File: src/rtl/keyboard_command_scheduler.sv
// PS/2 set-2 scan-code parser feeding a 4-entry game-command FIFO.
// Tracks held keys, suppresses keyboard typematic repeats, and generates its own auto-repeat.
module keyboard_command_scheduler #(
    parameter int unsigned REPEAT_DELAY = 12_500_000,
    parameter int unsigned REPEAT_RATE  = 2_500_000
) (
    input  logic       clk_i,
    input  logic       rst_i,
    input  logic       code_valid_i,
    input  logic [7:0] code_i,
    output logic       cmd_valid_o,
    output logic [2:0] cmd_o,
    input  logic       cmd_ready_i,
    output logic [5:0] held_o,
    output logic       overflow_o
);

    localparam logic [23:0] DLY = 24'(REPEAT_DELAY);
    localparam logic [23:0] RATE = 24'(REPEAT_RATE);

    typedef enum logic [1:0] {IDLE, EXT, BRK, EXT_BRK} pstate_e;

    pstate_e         state_q, state_d;
    logic [5:0]      held_q, held_d;
    logic [2:0]      rpt_q, rpt_d;
    logic [23:0]     tmr_q, tmr_d;
    logic [3:0][2:0] slot_q, slot_d;
    logic [2:0]      cnt_q, cnt_d;
    logic            ovf_q, ovf_d;

    logic [2:0] mk_cmd, bk_cmd, push_cmd;
    logic       par_push, rpt_push, push, pop;

    // Returns 0 for anything that is not a game key with the correct E0 flag.
    function automatic logic [2:0] key_map(input logic [7:0] c, input logic ext);
        logic [2:0] k;
        k = 3'd0;
        if (ext) begin
            case (c)
                8'h6B:   k = 3'd1;
                8'h74:   k = 3'd2;
                8'h75:   k = 3'd3;
                8'h72:   k = 3'd4;
                default: k = 3'd0;
            endcase
        end else begin
            case (c)
                8'h29:   k = 3'd5;
                8'h4D:   k = 3'd6;
                default: k = 3'd0;
            endcase
        end
        return k;
    endfunction

    function automatic logic repeatable(input logic [2:0] k);
        return (k == 3'd1) || (k == 3'd2) || (k == 3'd4);
    endfunction

    always_comb begin
        state_d = state_q;
        mk_cmd  = 3'd0;
        bk_cmd  = 3'd0;
        if (code_valid_i) begin
            case (state_q)
                IDLE: begin
                    if (code_i == 8'hE0)      state_d = EXT;
                    else if (code_i == 8'hF0) state_d = BRK;
                    else                      mk_cmd  = key_map(code_i, 1'b0);
                end
                EXT: begin
                    if (code_i == 8'hF0) begin
                        state_d = EXT_BRK;
                    end else begin
                        mk_cmd  = key_map(code_i, 1'b1);
                        state_d = IDLE;
                    end
                end
                BRK: begin
                    bk_cmd  = key_map(code_i, 1'b0);
                    state_d = IDLE;
                end
                EXT_BRK: begin
                    bk_cmd  = key_map(code_i, 1'b1);
                    state_d = IDLE;
                end
                default: state_d = IDLE;
            endcase
        end
    end

    always_comb begin
        held_d   = held_q;
        rpt_d    = rpt_q;
        tmr_d    = tmr_q;
        par_push = 1'b0;
        rpt_push = 1'b0;
        if (rpt_q != 3'd0) begin
            if (tmr_q == 24'd1) begin
                rpt_push = 1'b1;
                tmr_d    = RATE;
            end else begin
                tmr_d = tmr_q - 24'd1;
            end
        end
        // A make while already held is a keyboard typematic repeat and is dropped.
        if (mk_cmd != 3'd0 && !held_q[mk_cmd - 3'd1]) begin
            held_d[mk_cmd - 3'd1] = 1'b1;
            par_push              = 1'b1;
            if (repeatable(mk_cmd)) begin
                rpt_d = mk_cmd;
                tmr_d = DLY;
            end
        end
        if (bk_cmd != 3'd0 && held_q[bk_cmd - 3'd1]) begin
            held_d[bk_cmd - 3'd1] = 1'b0;
            if (bk_cmd == rpt_q) begin
                rpt_d = 3'd0;
                tmr_d = 24'd0;
            end
        end
    end

    assign push     = par_push | rpt_push;
    assign push_cmd = par_push ? mk_cmd : rpt_q;
    assign pop      = cmd_valid_o && cmd_ready_i;

    // Shift FIFO: slot 0 is the head, so cmd_o comes straight from a flop.
    always_comb begin
        slot_d = slot_q;
        cnt_d  = cnt_q;
        ovf_d  = ovf_q;
        if (pop) begin
            for (int i = 0; i < 3; i++) slot_d[i] = slot_q[i+1];
            slot_d[3] = 3'd0;
            cnt_d     = cnt_q - 3'd1;
        end
        if (push) begin
            if (cnt_q != 3'd4 || pop) begin
                slot_d[cnt_d[1:0]] = push_cmd;
                cnt_d              = cnt_d + 3'd1;
            end else begin
                ovf_d = 1'b1;
            end
        end
    end

    always_ff @(posedge clk_i) begin
        if (!rst_i) begin
            state_q <= IDLE;
            held_q  <= '0;
            rpt_q   <= '0;
            tmr_q   <= '0;
            slot_q  <= '0;
            cnt_q   <= '0;
            ovf_q   <= 1'b0;
        end else begin
            state_q <= state_d;
            held_q  <= held_d;
            rpt_q   <= rpt_d;
            tmr_q   <= tmr_d;
            slot_q  <= slot_d;
            cnt_q   <= cnt_d;
            ovf_q   <= ovf_d;
        end
    end

    assign cmd_o       = slot_q[0];
    assign cmd_valid_o = (slot_q[0] != 3'd0);
    assign held_o      = held_q;
    assign overflow_o  = ovf_q;

endmodule

File: config.mk
export PLATFORM = sky130hd
export DESIGN_NAME = keyboard_command_scheduler
export DESIGN_NICKNAME = d
export VERILOG_FILES = /design/src/rtl/keyboard_command_scheduler.sv
export SDC_FILE = /design/constraint.sdc
export NUM_CORES = 1
export LEC_CHECK = 0
export CORE_MARGIN = 2
export CORE_UTILIZATION = 45
export CTS_CLUSTER_DIAMETER = 200
export DETAILED_ROUTE_END_ITERATION = 8
export PLACE_DENSITY = 0.75
export SLEW_MARGIN = 20
export SYNTH_ARGS = -nofsm -noshare
export SYNTH_HDL_FRONTEND = slang
export SYNTH_SLANG_ARGS = --single-unit
File: constraint.sdc
create_clock -name clk_i -period 7.2 [get_ports clk_i]
set_input_delay 1.44 -clock clk_i [delete_from_list [all_inputs] [get_ports clk_i]]
set_output_delay 1.44 -clock clk_i [all_outputs]
set_load 0.03 [all_outputs]
==> results.ini <==
[placement]
dpl.hpwl_mm = 5.16
place.gp.congestion = 0.900
io_buffers = 22
placedCellCount = 481

[clock_tree]
clk_path_buf_depth = 2
cts_root_buf = clkbuf_8
holdBufCountCts = 0
cts.sinks = 51
cts.reportedPaths.clkPinSlew_ns = 0.10
cts_resized = 0
cts_setup_buffers = 0
cts_max_level = 2
clock_latency_ns = 0.32
cts_tree = yes
cts_made_buffers = 5

[run]
maxCapViolCount = 0

[power]
power_frac_clock_pct = 36.5
p_int_uw = 363
netSwitchingPower_uw = 123
vdd_ir_drop_max_mv = 0.0693
leakagePower_uw = 0.00129
combPwrFrac_pct = 5.4
power_density_nw_per_um2 = 135
switching_share_pct = 25.3
seqPwrFrac_pct = 58.1

[setup_path]
cp.arrival_ns = 5.57
path_cells = clkdlybuf4s50_1 > and4bb_4 > nor2b_1 > a21oi_1 > or4_1 > ha_1 > ha_1 > mux2i_1 > nor2_1 > a311oi_1 > mux2i_4 > o21ai_2 > nor3_1
worst_setup_path_end_kind = flip-flop
cp_max_fo = 17
path_common_cell = ha_1
crit_buf_inv = 1
slowest_delay_ns = 0.56
crit_required_ns = 7.38
cp_slowest_cell = or4_1
crit_type = in -> reg
critPathTopFamily = simple AND/OR/NAND/NOR gates
startpoint_type = input pin

[final_layout]
most-common-layout-cells = dfxtp_1, nand2_1, a21oi_1, nor2_1, clkdlybuf4s50_1
antenna_cells = 0
fin_nets = 416
syn_to_final_growth_pct = 10.3
drive_gt1_share_pct = 9.49
finalNonFillerCells = 489
final_common_cell = dfxtp_1

[floorplanning]
num_io_pins = 23
start_util_pct = 45.7
fp.dieW_um = 89.1
die_area_um2 = 7940
die_h_um = 89.1
core_um2 = 7140
rows = 31

[global_route]
grt_pass1_wl_mm = 12.2
grt_pass1_vias = 2670
groute.usage.overall_pct = 19.2
antenna_found_initial = 0
grt_overflow = 0
grt_max_degree = 28

[sta]
max_freq_mhz = 186
relSlewSlack_pct = 39.0
clock_skew_ns = 0.0159
fin_tns_setup_ns = 0
grt_setup_unrepaired = false
setup_viol = 0
post-route-min-period_ns = 5.39
finalCritPeriodShare_pct = 74.8
slew_viol_final = 0
finalHoldViolCount = 0
tightest_slew_ns = 0.912

[synth]
synth_seq_area_share_pct = 31.3
synth_nets = 403
ys.flop_type = dfxtp_1
postSynthCellCount = 376
synth-seq-cells = 51
yosysWarnings = 0
netlist_area_um2 = 3260
ys_async_sr_fraction_pct = 0
ys_types = 69
synth-edff-count = 0
synth_area_per_cell_um2 = 8.67

[route]
routed_wl_mm = 7.27
wl_per_cell_um = 14.9
viasPerCell = 5.72
ant_nets = 0
vias = 2797
drt-initial-drc-count = 107
first_pass_iters = 4
drc = 0

[status]
status = complete, no violations

[min_path]
hp-class = reg -> reg

-- power by group through the flow --
stage / Clock (uW) / Sequential (uW) / Combinational (uW)
5_1_grt: 194 / 283 / 29.0
3_3_place_gp: 0 / 289 / 25.4
2_1_floorplan: 0 / 289 / 14.6
3_5_place_dp: 0 / 289 / 26.2
4_1_cts: 180 / 282 / 26.2
6_report: 177 / 282 / 26.4
-- path summary, 6_finish.rpt --
check        slack (ns)  cells past startpoint       start        end
min                0.48                      2    tmr_q[4]   tmr_q[4]
max reg2reg        3.16                     12  state_q[0]  tmr_q[16]
min reg2reg        0.48                      2    tmr_q[4]   tmr_q[4]
max                1.81                     13   code_i[4]  tmr_q[16]
-- logic make-up after synthesis --
family	synth area share, %
and+or+nand+nor	24.0
AOI/OAI and AO/OA	19.0
DFF	31.3
buffers and inverters	5.49
xor gates and xnor gates	6.72
muxes	7.72
adders and majority gates	5.76
-- registers in the layout, indices dropped and copies added, names as in the netlist --
| name | cells |
|---|---|
| cmd_o | 3 |
| cnt_q | 3 |
| held_o | 6 |
| overflow_o | 1 |
| rpt_q | 3 |
| slot_q | 9 |
| state_q | 2 |
| tmr_q | 24 |
-- final cells by class --
| class | count | area, um2 |
|---|---|---|
| Tap cell | 99 | 124 |
| Clock inverter | 3 | 23.8 |
| Fill cell | 720 | 3540 |
| Clock buffer | 5 | 68.8 |
| Timing Repair Buffer | 23 | 228 |
| Inverter | 19 | 71.3 |
| Multi-Input combinational cell | 289 | 2060 |
| Sequential cell | 51 | 1020 |
-- metrics by stage --
step	total power (uW)	instance area, um2	utilization, %	hold slack [ns]	setup slack (ns)
after floorplan	303	3260	-	0.440	2.34
after global placement	314	3500	49.1	0.454	1.69
after detailed placement	315	3500	49.1	0.464	1.55
after CTS	489	3590	50.4	0.480	1.87
after global routing	505	3590	50.4	0.505	1.49
final	486	3590	50.4	0.483	1.81
-- metal layers --
| metal | GRT usage, % | part of all wire (%) |
|---|---|---|
| met5 | 0 | 0 |
| met4 | 7.19 | 2.0 |
| met1 | 24.0 | 47 |
| met2 | 32.7 | 48 |
| met3 | 3.69 | 2.9 |
-- cell usage after synthesis, types with 3 or more instances --
cell,number,area [um2]
ha_1,15,188
clkbuf_1,7,26.3
nand2_1,28,105
nand3_1,16,80.1
xnor2_1,14,123
nand2b_1,3,18.8
o21ai_0,14,70.1
nor4_1,4,25.0
a211oi_1,5,37.5
xor2_1,11,96.3
nor2_1,26,97.6
a31oi_1,3,18.8
mux2i_1,15,150
nor3_1,16,80.1
or3_1,8,50.1
nor3b_1,3,22.5
mux2_2,7,78.8
a21oi_1,28,140
or4_1,4,30.0
buf_6,3,33.8
o221a_2,5,56.3
nand4_1,9,56.3
buf_4,5,37.5
dfxtp_1,51,1020
inv_1,18,67.6
a21o_1,5,37.5
-- worst reg2reg max path: stages (launching register included) --
cell      delay [ns]
dfxtp_1         0.35
and4bb_4        0.34
nor2b_1         0.21
a21oi_1         0.06
or4_1           0.56
ha_1            0.25
ha_1            0.46
mux2i_1         0.22
nor2_1          0.05
a311oi_1        0.50
mux2i_4         0.34
o21ai_2         0.47
nor3_1          0.11
Note: power is estimated with default switching activity, not from simulation.
